==> config.mk <==
export PLATFORM = sky130hd
export DESIGN_NAME = gate_op_scheduler
export DESIGN_NICKNAME = d
export VERILOG_FILES = /design/src/rtl/gate_sched_pkg.sv /design/src/rtl/gate_op_scheduler_rr_pick.sv /design/src/rtl/gate_prims.sv /design/src/rtl/gate_op_scheduler.sv
export SDC_FILE = /design/constraint.sdc
export NUM_CORES = 1
export LEC_CHECK = 0
export BUFFER_PORTS_ARGS = -buffer_cell sky130_fd_sc_hd__clkbuf_2
export CORE_MARGIN = 2
export CORE_UTILIZATION = 49
export CTS_CLUSTER_DIAMETER = 100
export DETAILED_ROUTE_END_ITERATION = 6
export PLACE_DENSITY = 0.82
export SYNTH_ARGS = -nofsm -noshare
export SYNTH_HDL_FRONTEND = slang
export SYNTH_HIERARCHICAL = 1
export SYNTH_SLANG_ARGS = --single-unit
==> constraint.sdc <==
create_clock -name clk -period 3.79 [get_ports clk]
set_input_delay 0.1895 -clock clk [delete_from_list [all_inputs] [get_ports clk]]
set_output_delay 0.1895 -clock clk [all_outputs]
set_load 0.02 [all_outputs]
==> src/rtl/gate_sched_pkg.sv <==
// Shared types for the gate operation scheduler.
// Holds the opcode width, the opcode enum and the scheduler FSM state enum.
package gate_sched_pkg;

    localparam int unsigned OP_W = 3;

    // Opcodes 6 and 7 are not listed; they are reported as illegal.
    typedef enum logic [OP_W-1:0] {
        OP_NOT  = 3'd0,
        OP_AND  = 3'd1,
        OP_OR   = 3'd2,
        OP_XOR  = 3'd3,
        OP_MUX  = 3'd4,
        OP_DMUX = 3'd5
    } op_e;

    typedef enum logic [1:0] {
        ST_IDLE  = 2'd0,
        ST_GRANT = 2'd1,
        ST_EXEC  = 2'd2,
        ST_RESP  = 2'd3
    } state_e;

endpackage

==> src/rtl/gate_op_scheduler_rr_pick.sv <==
// Combinational round-robin selector.
// Ports: req (request vector), ptr (search start) -> found_c, winner_c
// (first requester with req high, searching upward from ptr with wrap).
module rr_pick #(
    parameter int unsigned NREQ = 4,
    parameter int unsigned IDW  = 2
) (
    input  logic [NREQ-1:0] req,
    input  logic [IDW-1:0]  ptr,
    output logic            found_c,
    output logic [IDW-1:0]  winner_c
);

    logic [IDW:0] idx;

    // Walk downward in distance so the closest requester to ptr wins last.
    always_comb begin
        found_c  = 1'b0;
        winner_c = '0;
        idx      = '0;
        for (int k = NREQ - 1; k >= 0; k--) begin
            idx = {1'b0, ptr} + (IDW+1)'(k);
            if (idx >= (IDW+1)'(NREQ)) begin
                idx = idx - (IDW+1)'(NREQ);
            end
            if (req[idx[IDW-1:0]]) begin
                found_c  = 1'b1;
                winner_c = idx[IDW-1:0];
            end
        end
    end

endmodule

==> src/rtl/gate_prims.sv <==
// Primitive 1-bit logic gates making up the shared gate bank.
// Ports: a, b, sel operand inputs; y (or y0/y1 for the demux) outputs.
module gate_not (
    input  logic a,
    output logic y
);
    assign y = ~a;
endmodule

module gate_and (
    input  logic a,
    input  logic b,
    output logic y
);
    assign y = a & b;
endmodule

module gate_or (
    input  logic a,
    input  logic b,
    output logic y
);
    assign y = a | b;
endmodule

module gate_xor (
    input  logic a,
    input  logic b,
    output logic y
);
    assign y = a ^ b;
endmodule

module gate_mux (
    input  logic a,
    input  logic b,
    input  logic sel,
    output logic y
);
    assign y = sel ? b : a;
endmodule

module gate_dmux (
    input  logic a,
    input  logic sel,
    output logic y0,
    output logic y1
);
    assign y0 = sel ? 1'b0 : a;
    assign y1 = sel ? a : 1'b0;
endmodule

==> src/rtl/gate_op_scheduler.sv <==
// Round-robin scheduler sharing one bank of 1-bit logic gates between NREQ
// requesters. Ports: clk, reset (sync, active-high); req/req_op/req_a/req_b/
// req_sel per-requester request and operands; gnt one-hot grant pulse; busy;
// resp_valid/resp_id/resp_out/resp_err tagged registered result.
module gate_op_scheduler
    import gate_sched_pkg::*;
#(
    parameter int unsigned NREQ = 4,
    parameter int unsigned IDW  = 2
) (
    input  logic                 clk,
    input  logic                 reset,
    input  logic [NREQ-1:0]      req,
    input  logic [OP_W*NREQ-1:0] req_op,
    input  logic [NREQ-1:0]      req_a,
    input  logic [NREQ-1:0]      req_b,
    input  logic [NREQ-1:0]      req_sel,
    output logic [NREQ-1:0]      gnt,
    output logic                 busy,
    output logic                 resp_valid,
    output logic [IDW-1:0]       resp_id,
    output logic [1:0]           resp_out,
    output logic                 resp_err
);

    state_e            state_q, state_d;
    logic [IDW-1:0]    ptr_q, ptr_d;
    logic [IDW-1:0]    id_q, id_d;
    logic [OP_W-1:0]   op_q, op_d;
    logic              a_q, a_d, b_q, b_d, sel_q, sel_d;
    logic [NREQ-1:0]   gnt_q, gnt_d;
    logic              busy_q, busy_d;
    logic              resp_valid_q, resp_valid_d;
    logic [IDW-1:0]    resp_id_q, resp_id_d;
    logic [1:0]        resp_out_q, resp_out_d;
    logic              resp_err_q, resp_err_d;

    logic              found_c;
    logic [IDW-1:0]    winner_c;
    logic [1:0]        gate_out_c;
    logic              gate_err_c;
    logic              not_y, and_y, or_y, xor_y, mux_y, dmux_y0, dmux_y1;

    rr_pick #(.NREQ(NREQ), .IDW(IDW)) u_pick (
        .req      (req),
        .ptr      (ptr_q),
        .found_c  (found_c),
        .winner_c (winner_c)
    );

    // Shared gate bank, driven only by the captured operands.
    gate_not  u_not  (.a(a_q), .y(not_y));
    gate_and  u_and  (.a(a_q), .b(b_q), .y(and_y));
    gate_or   u_or   (.a(a_q), .b(b_q), .y(or_y));
    gate_xor  u_xor  (.a(a_q), .b(b_q), .y(xor_y));
    gate_mux  u_mux  (.a(a_q), .b(b_q), .sel(sel_q), .y(mux_y));
    gate_dmux u_dmux (.a(a_q), .sel(sel_q), .y0(dmux_y0), .y1(dmux_y1));

    // Opcode-selected gate result.
    always_comb begin
        gate_out_c = '0;
        gate_err_c = 1'b0;
        case (op_e'(op_q))
            OP_NOT:  gate_out_c = {1'b0, not_y};
            OP_AND:  gate_out_c = {1'b0, and_y};
            OP_OR:   gate_out_c = {1'b0, or_y};
            OP_XOR:  gate_out_c = {1'b0, xor_y};
            OP_MUX:  gate_out_c = {1'b0, mux_y};
            OP_DMUX: gate_out_c = {dmux_y1, dmux_y0};
            default: gate_err_c = 1'b1;
        endcase
    end

    // State register.
    always_ff @(posedge clk) begin
        if (reset) begin
            state_q <= ST_IDLE;
        end else begin
            state_q <= state_d;
        end
    end

    // Next-state logic.
    always_comb begin
        state_d = state_q;
        case (state_q)
            ST_IDLE:  if (found_c) state_d = ST_GRANT;
            ST_GRANT: state_d = ST_EXEC;
            ST_EXEC:  state_d = ST_RESP;
            ST_RESP:  state_d = ST_IDLE;
            default:  state_d = ST_IDLE;
        endcase
    end

    // Output and datapath next values.
    always_comb begin
        ptr_d        = ptr_q;
        id_d         = id_q;
        op_d         = op_q;
        a_d          = a_q;
        b_d          = b_q;
        sel_d        = sel_q;
        gnt_d        = '0;
        busy_d       = (state_d != ST_IDLE);
        resp_valid_d = 1'b0;
        resp_id_d    = resp_id_q;
        resp_out_d   = resp_out_q;
        resp_err_d   = resp_err_q;
        case (state_q)
            ST_IDLE: begin
                if (found_c) begin
                    id_d  = winner_c;
                    gnt_d = NREQ'(1) << winner_c;
                end
            end
            ST_GRANT: begin
                for (int i = 0; i < NREQ; i++) begin
                    if (id_q == IDW'(i)) begin
                        op_d  = req_op[i*OP_W +: OP_W];
                        a_d   = req_a[i];
                        b_d   = req_b[i];
                        sel_d = req_sel[i];
                    end
                end
                ptr_d = (id_q == IDW'(NREQ - 1)) ? '0 : id_q + IDW'(1);
            end
            ST_EXEC: begin
                resp_valid_d = 1'b1;
                resp_id_d    = id_q;
                resp_out_d   = gate_out_c;
                resp_err_d   = gate_err_c;
            end
            default: ;
        endcase
    end

    // Datapath and output registers.
    always_ff @(posedge clk) begin
        if (reset) begin
            ptr_q        <= '0;
            id_q         <= '0;
            op_q         <= '0;
            a_q          <= 1'b0;
            b_q          <= 1'b0;
            sel_q        <= 1'b0;
            gnt_q        <= '0;
            busy_q       <= 1'b0;
            resp_valid_q <= 1'b0;
            resp_id_q    <= '0;
            resp_out_q   <= '0;
            resp_err_q   <= 1'b0;
        end else begin
            ptr_q        <= ptr_d;
            id_q         <= id_d;
            op_q         <= op_d;
            a_q          <= a_d;
            b_q          <= b_d;
            sel_q        <= sel_d;
            gnt_q        <= gnt_d;
            busy_q       <= busy_d;
            resp_valid_q <= resp_valid_d;
            resp_id_q    <= resp_id_d;
            resp_out_q   <= resp_out_d;
            resp_err_q   <= resp_err_d;
        end
    end

    assign gnt        = gnt_q;
    assign busy       = busy_q;
    assign resp_valid = resp_valid_q;
    assign resp_id    = resp_id_q;
    assign resp_out   = resp_out_q;
    assign resp_err   = resp_err_q;

endmodule

# After elaboration in Yosys (flattened, before gate mapping)
# Cells that the tools add are included.
dict set report totals {
  register_bits 23
  out_inout_bits 11
  wordCells 101
  input_bits 30
}
dict set report classes {
  reduce_logical 9
  n_eq_ne 11
  order_cmp 8
  n_shift 1
  n_addsub 8
  bitwise_logic 6
  n_mux 45
}
# op count
set ops {}
lappend ops {{$mux 1} 25}
lappend ops {{$mux 2} 10}
lappend ops {{$lt 2x3->1 const B} 4}
lappend ops {{$mux 3} 4}
lappend ops {{$pmux 2 s6} 1}
lappend ops {{$ge 3x3->1 const B} 3}
lappend ops {{$bmux 1 s2} 4}
lappend ops {{$eq 2x2->1 const B} 4}
lappend ops {{$pmux 2 s4} 1}
lappend ops {{$sub 2x1->2 const B} 4}
lappend ops {{$add 2x2->3 const B} 2}
lappend ops {{$eq 3x2->1 const B} 2}
lappend ops {{$eq 3x3->1 const B} 2}
lappend ops {{$reduce_or 6->1} 1}
lappend ops {{$eq 2x1->1 const B} 2}
lappend ops {{$logic_not 2->1} 2}
lappend ops {{$reduce_and 2->1} 2}
lappend ops {{$reduce_bool 4->1} 1}
lappend ops {{$shl 1x2->4 const A} 1}
lappend ops {{$add 2x1->3 const B} 1}
lappend ops {{$eq 3x1->1 const B} 1}
lappend ops {{$ge 2x3->1 const B} 1}
lappend ops {{$logic_not 3->1} 1}
lappend ops {{$not 1->1} 3}
lappend ops {{6 further kinds} 6}

# Depth between registers and ports, before layout
dict set report depth {
  ltp_word 12
  depth_mapped 7
}

# Cells and area by module
# Netlist, hierarchy kept.
# module cells_per_inst area_each_um2 seq_area_each_um2 instances
set by_module_without_submodules {}
lappend by_module_without_submodules {gate_op_scheduler 120 1139.8 460.4 1}
lappend by_module_without_submodules {rr_pick 13 77.6 0.0 1}
lappend by_module_without_submodules {gate_dmux 2 16.3 0.0 1}
lappend by_module_without_submodules {gate_mux 1 15.0 0.0 1}
lappend by_module_without_submodules {gate_xor 1 8.8 0.0 1}
lappend by_module_without_submodules {gate_and 1 6.3 0.0 1}
lappend by_module_without_submodules {gate_or 1 6.3 0.0 1}
lappend by_module_without_submodules {gate_not 1 3.8 0.0 1}

# Least setup slack after synthesis
# No wires, ideal clock.
dict set report synth_timing {
  path_type {register to register}
  startpoint {register id_q[1]}
  endpoint {register b_q}
  arrival_ns 1.519
  path_stages_with_launch 7
  required_ns 3.702
  setup_ns 0.088
  n_path_buf 2
  setup_slack_ns 2.182
  synth_period_minus_slack_ns 1.608
  cell_sequence {dfxtp_1 > inv_1 > ha_1 > buf_6 > o41a_1 > buf_6 > a311oi_2}
}
dict set report synth_between {
  elab_chain_cells 4
  elab_cells_between_ends 9
}
# item line_no
set synth_rtl {}
lappend synth_rtl {{from (decl)} gate_op_scheduler.sv:28} ;# logic [IDW-1:0] id_q, id_d;
lappend synth_rtl {{from (signal assigned)} gate_op_scheduler.sv:154} ;# id_q <= id_d;
lappend synth_rtl {{$eq 2x1->1} gate_op_scheduler.sv:118} ;# if (id_q == IDW'(i)) begin
lappend synth_rtl {{$mux 1 (3 in a row)} gate_op_scheduler.sv:118}
lappend synth_rtl {{to (signal assigned)} gate_op_scheduler.sv:144} ;# b_q <= 1'b0;
lappend synth_rtl {{to (signal assigned)} gate_op_scheduler.sv:157} ;# b_q <= b_d;
lappend synth_rtl {{to (decl)} gate_op_scheduler.sv:30} ;# logic a_q, a_d, b_q, b_d, sel_q, sel_d;
# Several ways; a longest one is shown, not always the timed one.
# A chain may end at the register's enable or synchronous reset.

# Worst setup path after layout
dict set report layout_timing {
  startpoint {register id_q[0]}
  endpoint {register b_q}
}
# The elaborated chain is that of the path after synthesis.

==> metrics.cfg <==
[routing]
via_per_inst = 5.396
antenna_left = 0
vias = 1117
drc_errors = 0
drt-pass1-iter-count = 5
routed_wl_mm = 2.627
drt_iter0_drc = 15
wl_per_cell_um = 12.69

[yosys]
synth_edf_count = 0
syn-cell-area_um2 = 1274
ys.warnings.count = 6
ys.flop_type = dfxtp_1
synthCells = 140
synth_cell_types = 36
yosysMostFrequentCell = dfxtp_1
synth_area_leaders = dfxtp_1 (36%), mux2_2 (8.0%), ha_1 (6.9%)
yosys.area.top_type = dfxtp_1
synth_top_area_share_pct = 36.15
syn_avg_cell_area_um2 = 9.098
ys_ff_latch = 23
ys_seq_area_share_pct = 36.15
async_reset_ff_share_pct = 0
syn_nets = 177
synth_common_cells = dfxtp_1 (23), nor2_1 (18), nand2_1 (11)

[timing]
tns_ns = 0
setup_viol = 0
fin_crit_ns = 1.865
rsz0062_at_grt = false
post-route-period-util_pct = 49.20
slew_violations = 0
tightest_slew_ns = 0.4486
fin_skew_ns = 0.002942
hold_viol_final = 0
slew_headroom_pct = 70.10
setup_ws_ns = 1.926
max_freq_mhz = 536.3

[clock_tree]
clk_latency_ns = 0.31
cts_hold_repair.buffers = 0
htreeDepth = 1
clk_path_buf_depth = 2
cts.clk_slew.worst_paths_ns = 0.12
cts.sinks = 23
root_buffer = clkbuf_4
cts_tree = done
cts_setup_buffers = 0
post_cts_resized = 0
cts_made_buffers = 3

[critical_path]
start_kind = register
critPathMaxFanout = 13
critPathArrivalTime_ns = 2.05
reg2reg_depth = 5
r2r_start = id_q[0]
crit_required_ns = 3.97
rrSetupSlack_ns = 1.93
timing.rr.end = b_q
cp-end-kind = register
critPathKind = register to register

[floorplanning]
fp.dieArea_um2 = 3023
start_util_pct = 51.41
die_x_um = 54.99
num_rows = 18
core_area_um2 = 2477
dieHeight_um = 54.99
io_pins = 41

[power_and_ir_drop]
p_leak_nw = 0.6237
peakVddDrop_v = 0.0003828
power.density_nw_per_um2 = 530.4

[min_path]
worstHoldStart = req_op[11]
whs_path_depth = 3
hold_class = input port to register
hold_end = op_q[2]

[final_layout]
drive_gt1_share_pct = 32.77
nFillCells = 241
antenna_cells = 0
layout.nets = 215
area_growth_pct = 17.09

[grt]
antenna_found_initial = 0
grt_pass1_wl_mm = 4.416
grt_pass1_vias = 1112
grt.overflow.total = 0
grt_start_max_net_pins = 23
track_usage_pct = 20.07

[flow_run]
drv_cap = 0

[outcome]
status = completed

[place]
dp_hpwl_mm = 2.119
gp_congestion = 0.7702
io_buffer_count = 40
pre_cts_ws_ns = 1.928

==> logic make-up (layout without fill, tap and decap cells) <==
family	after synthesis	after routing	share of synthesized area, %
DFF	23	23	36.15
adders and majority gates	7	7	6.876
AOI/OAI and AO/OA	24	24	15.03
buffers and inverters	13	50	5.402
muxes	14	14	12.28
xor gates and xnor gates	1	1	0.6877
and+or+nand+nor	58	58	23.58
==> flip-flops by register name, summed over array words and instances (netlist names) <==
| register | flops |
|---|---|
| resp_id | 2 |
| resp_err | 1 |
| b_q | 1 |
| a_q | 1 |
| ptr_q | 2 |
| resp_valid | 1 |
| gnt | 4 |
| resp_out | 2 |
| busy | 1 |
| state_q | 2 |
| sel_q | 1 |
| op_q | 3 |
| id_q | 2 |
==> cell type report <==
class,instances,area [um^2],share of cell area (%)
inverters,6,22.52,1.510
clock buffers,4,26.28,1.762
flip-flops and latches,23,460.4,30.87
multi-input cells,104,744.5,49.92
well taps,30,37.54,2.517
repair buffers,40,200.2,13.42
==> metal layers <==
layer / vias to the layer above / part of all wire (%) / global-route usage [%] / routed length, um
li1: 567 / - / - / -
met1: 522 / 40 / 21.19 / 1062
met2: 22 / 54 / 38.49 / 1430
met3: 6 / 3.8 / 4.839 / 100
met4: 0 / 1.3 / 6.504 / 34
met5: - / 0 / 0 / 0
==> placed cells by master (no fill, tap or decap), types with 2 or more instances in the layout <==
master and n:
a211oi_1 3, a21oi_1 5, a311oi_1 5, clkbuf_2 40, clkbuf_4 3, dfxtp_1 23
ha_1 7, inv_1 6, mux2_2 9, mux2i_1 4, nand2_1 11, nand2b_1 10
nand3_1 3, nor2_1 18, nor2b_1 5, nor4b_1 2, o211ai_1 6
==> through the flow <==
stage / std cells / power (W) / area (um^2) / hold WS [ns] / utilization, %
floorplan: 140 / 0.0006141 / 1274 / 0.2685 / -
global placement: 203 / 0.0006676 / 1465 / 0.4572 / 59.14
detailed placement: 203 / 0.0006878 / 1465 / 0.4648 / 59.14
CTS: 207 / 0.0007987 / 1491 / 0.1267 / 60.20
global route: 207 / 0.0008571 / 1491 / 0.1217 / 60.20
finish: 207 / 0.0007911 / 1491 / 0.1343 / 60.20
==> how the worst max path moves through the flow <==
| stage | startpoint | end | slack (ns) | depth (start not counted) |
|---|---|---|---|---|
| final | id_q[0] | b_q | 1.93 | 5 |
| after global routing | id_q[0] | b_q | 1.80 | 5 |
| after CTS | id_q[0] | b_q | 1.91 | 5 |
| after detailed placement | id_q[0] | b_q | 1.93 | 5 |
| after global placement | id_q[0] | b_q | 2.08 | 5 |
| after floorplan | id_q[1] | b_q | 2.18 | 6 |
==> critical path: stages (launching register included) <==
cell      delay (ns)
dfxtp_1         0.43
inv_1           0.11
ha_1            0.34
o41a_1          0.58
nor2_1          0.21
a311oi_2        0.06
==> report_power, final <==
part	switching (W)	internal (W)
Combinational	0.000173	0.000163
Sequential	0.0000488	0.000296
Clock	0.0000697	0.0000411
Total	0.000291	0.000500
No activity file was read; power rests on OpenSTA's default activity.
